File: config.mk
export PLATFORM = sky130hd
export DESIGN_NAME = rc_seq_addsub
export DESIGN_NICKNAME = d
export VERILOG_FILES = /design/src/rtl/rc_seq_addsub.sv
export SDC_FILE = /design/constraint.sdc
export NUM_CORES = 1
export LEC_CHECK = 0
export CORE_MARGIN = 8
export CORE_UTILIZATION = 50
export CTS_BUF_LIST = sky130_fd_sc_hd__clkbuf_4 sky130_fd_sc_hd__clkbuf_8
export DETAILED_ROUTE_END_ITERATION = 6
export PLACE_DENSITY = 0.86
export SLEW_MARGIN = 20
export SYNTH_ARGS = -nofsm -noshare
export SYNTH_HDL_FRONTEND = slang
export SYNTH_SLANG_ARGS = --single-unit
export TNS_END_PERCENT = 50
File: constraint.sdc
create_clock -name clk -period 3.3 [get_ports clk]
set_input_delay 0.495 -clock clk [delete_from_list [all_inputs] [get_ports clk]]
set_output_delay 0.495 -clock clk [all_outputs]
set_load 0.1 [all_outputs]
File: src/rtl/rc_seq_addsub.sv
// rc_seq_addsub: digit-serial adder/subtractor.
// Processes DIGIT bits per cycle through a DIGIT-bit ripple slice with a registered carry,
// so a WIDTH-bit operation takes WIDTH/DIGIT cycles after an accepted start.
// Optional build macro RC_SAT_EN: clamp s to the signed extreme when the result overflows.
module rc_seq_addsub #(
    parameter int unsigned WIDTH = 16,
    parameter int unsigned DIGIT = 4
) (
    input  logic             clk,
    input  logic             rst_n,
    input  logic             start,
    input  logic             sub,
    input  logic [WIDTH-1:0] a,
    input  logic [WIDTH-1:0] b,
    input  logic             cin,
    output logic             busy,
    output logic             done,
    output logic [WIDTH-1:0] s,
    output logic             cout,
    output logic             ovf
);

    localparam int unsigned NDIG = WIDTH / DIGIT;
    localparam int unsigned CNTW = (NDIG > 1) ? $clog2(NDIG) : 1;
    localparam logic [CNTW-1:0] LAST = CNTW'(NDIG - 1);

    localparam logic [1:0] StIdle = 2'd0;
    localparam logic [1:0] StRun  = 2'd1;
    localparam logic [1:0] StDone = 2'd2;

    logic [1:0]       state_q, state_d;
    // Operands shift right one digit per cycle; the active digit is always the low DIGIT bits.
    logic [WIDTH-1:0] a_q, a_d;
    logic [WIDTH-1:0] b_q, b_d;
    logic             carry_q, carry_d;
    logic [CNTW-1:0]  cnt_q, cnt_d;
    logic [WIDTH-1:0] s_q, s_d;
    logic             cout_q, cout_d;
    logic             ovf_q, ovf_d;

    logic [DIGIT-1:0] a_dig, b_dig, sum_dig;
    logic             dig_cout;
    logic             dig_ovf;
    logic [WIDTH-1:0] s_shift;
    logic [WIDTH-1:0] s_final;

    assign a_dig = a_q[DIGIT-1:0];
    assign b_dig = b_q[DIGIT-1:0];

    // DIGIT-bit ripple slice fed by the registered carry.
    always_comb begin : ripple
        logic c;
        c       = carry_q;
        sum_dig = '0;
        for (int i = 0; i < int'(DIGIT); i++) begin
            sum_dig[i] = a_dig[i] ^ b_dig[i] ^ c;
            c          = (a_dig[i] & b_dig[i]) | (c & (a_dig[i] ^ b_dig[i]));
        end
        dig_cout = c;
    end

    // Overflow is only meaningful on the last digit, where bit DIGIT-1 is the operand MSB.
    assign dig_ovf = (a_dig[DIGIT-1] == b_dig[DIGIT-1]) && (sum_dig[DIGIT-1] != a_dig[DIGIT-1]);

    // Result register fills from the top: after NDIG shifts digit 0 sits at the bottom.
    always_comb begin
        s_shift                     = s_q >> DIGIT;
        s_shift[WIDTH-1 -: DIGIT]   = sum_dig;
        s_final                     = s_shift;
`ifdef RC_SAT_EN
        if (dig_ovf) begin
            s_final = a_dig[DIGIT-1] ? {1'b1, {(WIDTH-1){1'b0}}} : {1'b0, {(WIDTH-1){1'b1}}};
        end
`endif
    end

    // Next-state: accept in IDLE or DONE, one digit per cycle in RUN.
    always_comb begin
        state_d = state_q;
        a_d     = a_q;
        b_d     = b_q;
        carry_d = carry_q;
        cnt_d   = cnt_q;
        s_d     = s_q;
        cout_d  = cout_q;
        ovf_d   = ovf_q;
        case (state_q)
            StIdle, StDone: begin
                if (start) begin
                    a_d     = a;
                    b_d     = sub ? ~b : b;
                    carry_d = sub ? ~cin : cin;
                    cnt_d   = '0;
                    state_d = StRun;
                end else begin
                    state_d = StIdle;
                end
            end
            StRun: begin
                a_d     = a_q >> DIGIT;
                b_d     = b_q >> DIGIT;
                carry_d = dig_cout;
                s_d     = s_shift;
                cnt_d   = cnt_q + CNTW'(1);
                if (cnt_q == LAST) begin
                    s_d     = s_final;
                    cout_d  = dig_cout;
                    ovf_d   = dig_ovf;
                    cnt_d   = '0;
                    state_d = StDone;
                end
            end
            default: state_d = StIdle;
        endcase
    end

    // State and datapath registers; reset aborts any operation in flight.
    always_ff @(posedge clk or negedge rst_n) begin
        if (!rst_n) begin
            state_q <= StIdle;
            a_q     <= '0;
            b_q     <= '0;
            carry_q <= 1'b0;
            cnt_q   <= '0;
            s_q     <= '0;
            cout_q  <= 1'b0;
            ovf_q   <= 1'b0;
        end else begin
            state_q <= state_d;
            a_q     <= a_d;
            b_q     <= b_d;
            carry_q <= carry_d;
            cnt_q   <= cnt_d;
            s_q     <= s_d;
            cout_q  <= cout_d;
            ovf_q   <= ovf_d;
        end
    end

    assign busy = (state_q == StRun);
    assign done = (state_q == StDone);
    assign s    = s_q;
    assign cout = cout_q;
    assign ovf  = ovf_q;

endmodule
[Word level (Yosys, flattened, before mapping)]
Cells that the tools add are included.
Storage, ports and cells
  bits in registers: 55
  input port bits: 37
  output and inout port bits: 20
  word-level logic and storage cells: 58
Cells by class
  add/sub/neg operators: 1
  equality and inequality tests: 7
  mux-type cells: 14
  bitwise operators: 22
  reductions and logical operators: 6
Operator list (count)
  16-bit case mux with 2 select lines: 2
  16-bit 2-to-1 mux: 3
  16-bit NOT: 1
  1-bit AND: 8
  2-bit case mux with 2 select lines: 2
  1-bit XOR: 8
  2-bit 2-to-1 mux: 3
  2-bit equality test (second input constant): 2
  1-bit OR: 4
  2-bit AND reduction: 2
  1-bit 2-to-1 mux: 3
  2-bit by 1-bit adder with 2-bit output (second input constant): 1
  2-bit by 1-bit equality test with 1-bit output (second input constant): 1
  2-bit logical NOT: 1
  2-bit by 1-bit inequality test with 1-bit output (second input constant): 1
  2-bit inequality test (second input constant): 1
  1-bit case mux with 2 select lines: 1
  2-bit nonzero test: 1
  2-bit OR reduction: 1
  1-bit equality test: 1
  1-bit logical AND: 1
  1-bit inequality test: 1
  1-bit NOT: 1

[Depth between registers and ports, before layout]
  depth in word-level cells: 10
  depth in mapped cells: 9
  gate-level depth less buffers: 9

[Least setup slack after synthesis]
Ideal clock, no wire load.
  path type: reg2reg
  from: reg a_q[0]
  to: reg ovf_q, in the netlist ovf
  setup time: 0.095 ns
  data arrival time: 2.204 ns
  required time: 3.205 ns
  path slack: 1.000 ns
  stages on the path, launching flop included: 10
  buffers on the path: 0
  period minus slack after synthesis: 2.300 ns
  path through: dfrtp_1 > fa_1 > inv_1 > fa_1 > inv_1 > fa_1 > inv_1 > fa_1 > xor2_1 > o31ai_1
Between the ends
  word-level cells in the longest chain between the ends: 10
  elaborated cells between the ends (all ways): 11
  classes of those cells: eq/ne: 1; bitwise: 9; reduce/logical: 1
RTL lines
  start: declaration: RTL line 33  | logic [WIDTH-1:0] a_q, a_d;
  start signal: assignment: RTL line 121  | a_q <= '0;
  start signal: assignment: RTL line 130  | a_q <= a_d;
  1-bit XOR: RTL line 57  | c = (a_dig[i] & b_dig[i]) | (c & (a_dig[i] ^ b_dig[i]));
  1-bit AND: RTL line 57
  1-bit OR *: RTL line 57
  1-bit AND *: RTL line 57
  1-bit OR *: RTL line 57
  1-bit AND *: RTL line 57
  1-bit OR *: RTL line 57
  1-bit XOR *: RTL line 56  | sum_dig[i] = a_dig[i] ^ b_dig[i] ^ c;
  1-bit inequality test *: RTL line 63  | assign dig_ovf = (a_dig[DIGIT-1] == b_dig[DIGIT-1]) && (sum_dig[DIGIT-1] != a_dig[DIGIT-1]);
  1-bit logical AND *: RTL line 63
  end signal: assignment: RTL line 136  | ovf_q <= ovf_d;
  end: declaration: RTL line 39  | logic ovf_q, ovf_d;
Mark *: on every way between the ends. The rest lies on a longest branch, timed or not.
A chain may end at the register's enable or synchronous reset.

[Final worst setup path]
Same ends and word-level chain as after synthesis.

==> flow_summary.toml <==
[final_layout]
drive_gt1_share_pct = 5.65
fin_area_mm2 = 0.00315
final_nets = 325
synthToLayoutAreaGrowth_pct = 22.0
num_antenna_cells = 0

[floorplanning]
die_y_um = 87.8
num_rows = 26
coreArea_mm2 = 0.00504
start_util_pct = 51.2
die_w_um = 87.8
io_pins = 57
dieArea_mm2 = 0.00771

[yosys]
synth_commonest_cells = "nand2_1 (56), dfrtp_1 (55), buf_4 (16)"
synth_cells = 245
syn_area_mm2 = 0.00258
synthArstFlopShare_pct = 100
synth_edf_count = 0
syn-num-nets = 288
synth_top_area_share_pct = 53.3
avgSynthCellArea_um2 = 10.5
ys_seq_area_share_pct = 53.3
yosys-top-cells-area = "dfrtp_1 (53%), nand2_1 (8.1%), a221o_1 (5.4%), buf_4 (4.7%), xnor2_1 (4.4%)"
yosysMostFrequentCell = "nand2_1"
yosys_warnings = 0
synth_area_leader_cell = "dfrtp_1"
ys_types = 27
ys_ff_latch = 55
synth_top_flop_cell = "dfrtp_1"

[critical_path]
path_common_cell = "fa_1"
reg2regPathDepth = 9
start_kind = "flip-flop"
cp_max_fo = 2
cp.required_ns = 3.51
cpMaxStageDelayCell = "fa_1"
reg2reg_slack_ns = 0.83
crit_path_end_kind = "flip-flop"
crit_type = "reg -> reg"
cp_cell_sequence = "fa_1, inv_1, fa_1, inv_1, fa_1, inv_1, fa_1, xor2_1, o31ai_1"
cpLargestDelayFamily = "adder cells"
crit_buf_inv = 3
cpPeakStageDelay_ns = 0.44
reg2reg_to = "ovf"
r2r-start = "a_q[0]"
arrival_ns = 2.68

[drt]
vias_per_cell = 5.20
wl_mm = 5.41
ant_nets = 0
drt_iter0_drc = 76
drcViolationCount = 0
dr_total_vias = 1835
firstDrtPassIters = 4
wire_per_inst_um = 15.3

[clock_tree]
cts_buffer_depth = 2
worstSkewPairLatency_ns = 0.31
cts_setup_buffers = 0
clockRootBuffer = "clkbuf_8"
cts_tree = "yes"
h-tree-depth = 2
cts-hold-fix-buffers = 0
path_clk_slew_ns = 0.09
cts_resized = 0
cts-buffers-inserted = 5
clock-sinks = 55

[sta]
rsz0062_at_grt = "no"
worst_pin_slew_ns = 0.995
final-setup-viol-count = 0
fin_crit_sh_pct = 74.8
fmax_ghz = 0.405
relSlewSlack_pct = 33.5
slew_violations = 0
fin_crit_ns = 2.47
hold_violations = 0
skew_ns = 0.00632
layout_setup_ws_ns = 0.832
fin_tns_setup_ns = 0

[worst_hold_path]
hp-class = "in -> async"

[global_routing]
antenna_found_initial = 0
overflow = 0
grt_pass1_vias = 1867
grt_max_degree = 44
grt_first_pass_wirelength_mm = 9.07
track_usage_pct = 15.2

[placement]
gp_congestion = 0.764
placed_area_mm2 = 0.00306
portBuffers = 56
place_hpwl_mm = 3.97
pre_cts_slack_ns = 0.845

[run_status]
status = "complete, no violations"

[flow_run]
drv_cap = 0
-- routing by layer --
| metal | share of wire [%] | routed length, um | GRT usage [%] | vias to the layer above |
|---|---|---|---|---|
| met1 | 43 | 2300 | 19.5 | 884 |
| met4 | 1.5 | 80 | 5.63 | 0 |
| met5 | 0 | 0 | 0 | - |
| met2 | 50 | 2700 | 24.4 | 60 |
| li1 | - | - | - | 883 |
| met3 | 6.0 | 322 | 3.38 | 8 |
-- registers in the layout (all words and copies together), names as in the netlist --
signal / count
ovf: 1
cout: 1
cnt_q: 2
b_q: 16
s: 16
carry_q: 1
state_q: 2
a_q: 16
-- layout by cell type (no fill, tap or decap), types with 2 or more instances in the layout --
master,count
clkbuf_4,2
a22o_1,9
nand2_1,56
a221o_1,14
xnor2_1,13
ha_1,2
buf_4,4
nand3_1,11
nor3_1,3
inv_1,8
a22oi_1,10
clkbuf_8,5
xor2_1,5
clkdlybuf4s50_1,53
fa_1,4
nor2_1,12
dfrtp_1,55
nand2b_1,2
o21ai_0,4
-- worst max-delay path by stage --
stage,startpoint,to,depth (start not counted)
finish,a_q[0],ovf,9
global route,a_q[0],ovf,9
CTS,a_q[0],ovf,9
detailed placement,a_q[0],ovf,9
global placement,a_q[0],ovf,9
floorplan,a_q[0],ovf,9
-- per-stage QoR --
stage	cells	utilization, %	hold WS [ns]
3_5_place_dp	345	60.7	0.466
3_3_place_gp	345	60.7	0.456
2_1_floorplan	245	-	0.199
6_report	353	62.4	0.189
5_1_grt	353	62.4	0.235
4_1_cts	353	62.4	0.205
-- cells by family after synthesis --
logic type	synth area share [%]
AOI/OAI and AO/OA	13.1
xor gates and xnor gates	6.11
adders and majority gates	4.07
buffers and inverters	9.02
DFF	53.3
and+or+nand+nor	14.4
-- area by class of cell --
type | count | area (um^2)
tap | 70 | 87.6
fill | 448 | 1890
timing repair buffer | 59 | 586
inverter | 9 | 38.8
multi-input combinational | 152 | 971
sequential | 55 | 1380
clock inverter | 1 | 5.00
clock buffer | 7 | 83.8
Power is not shown: default switching activity piles up to over one toggle a cycle in this logic, so the estimate is an artifact.
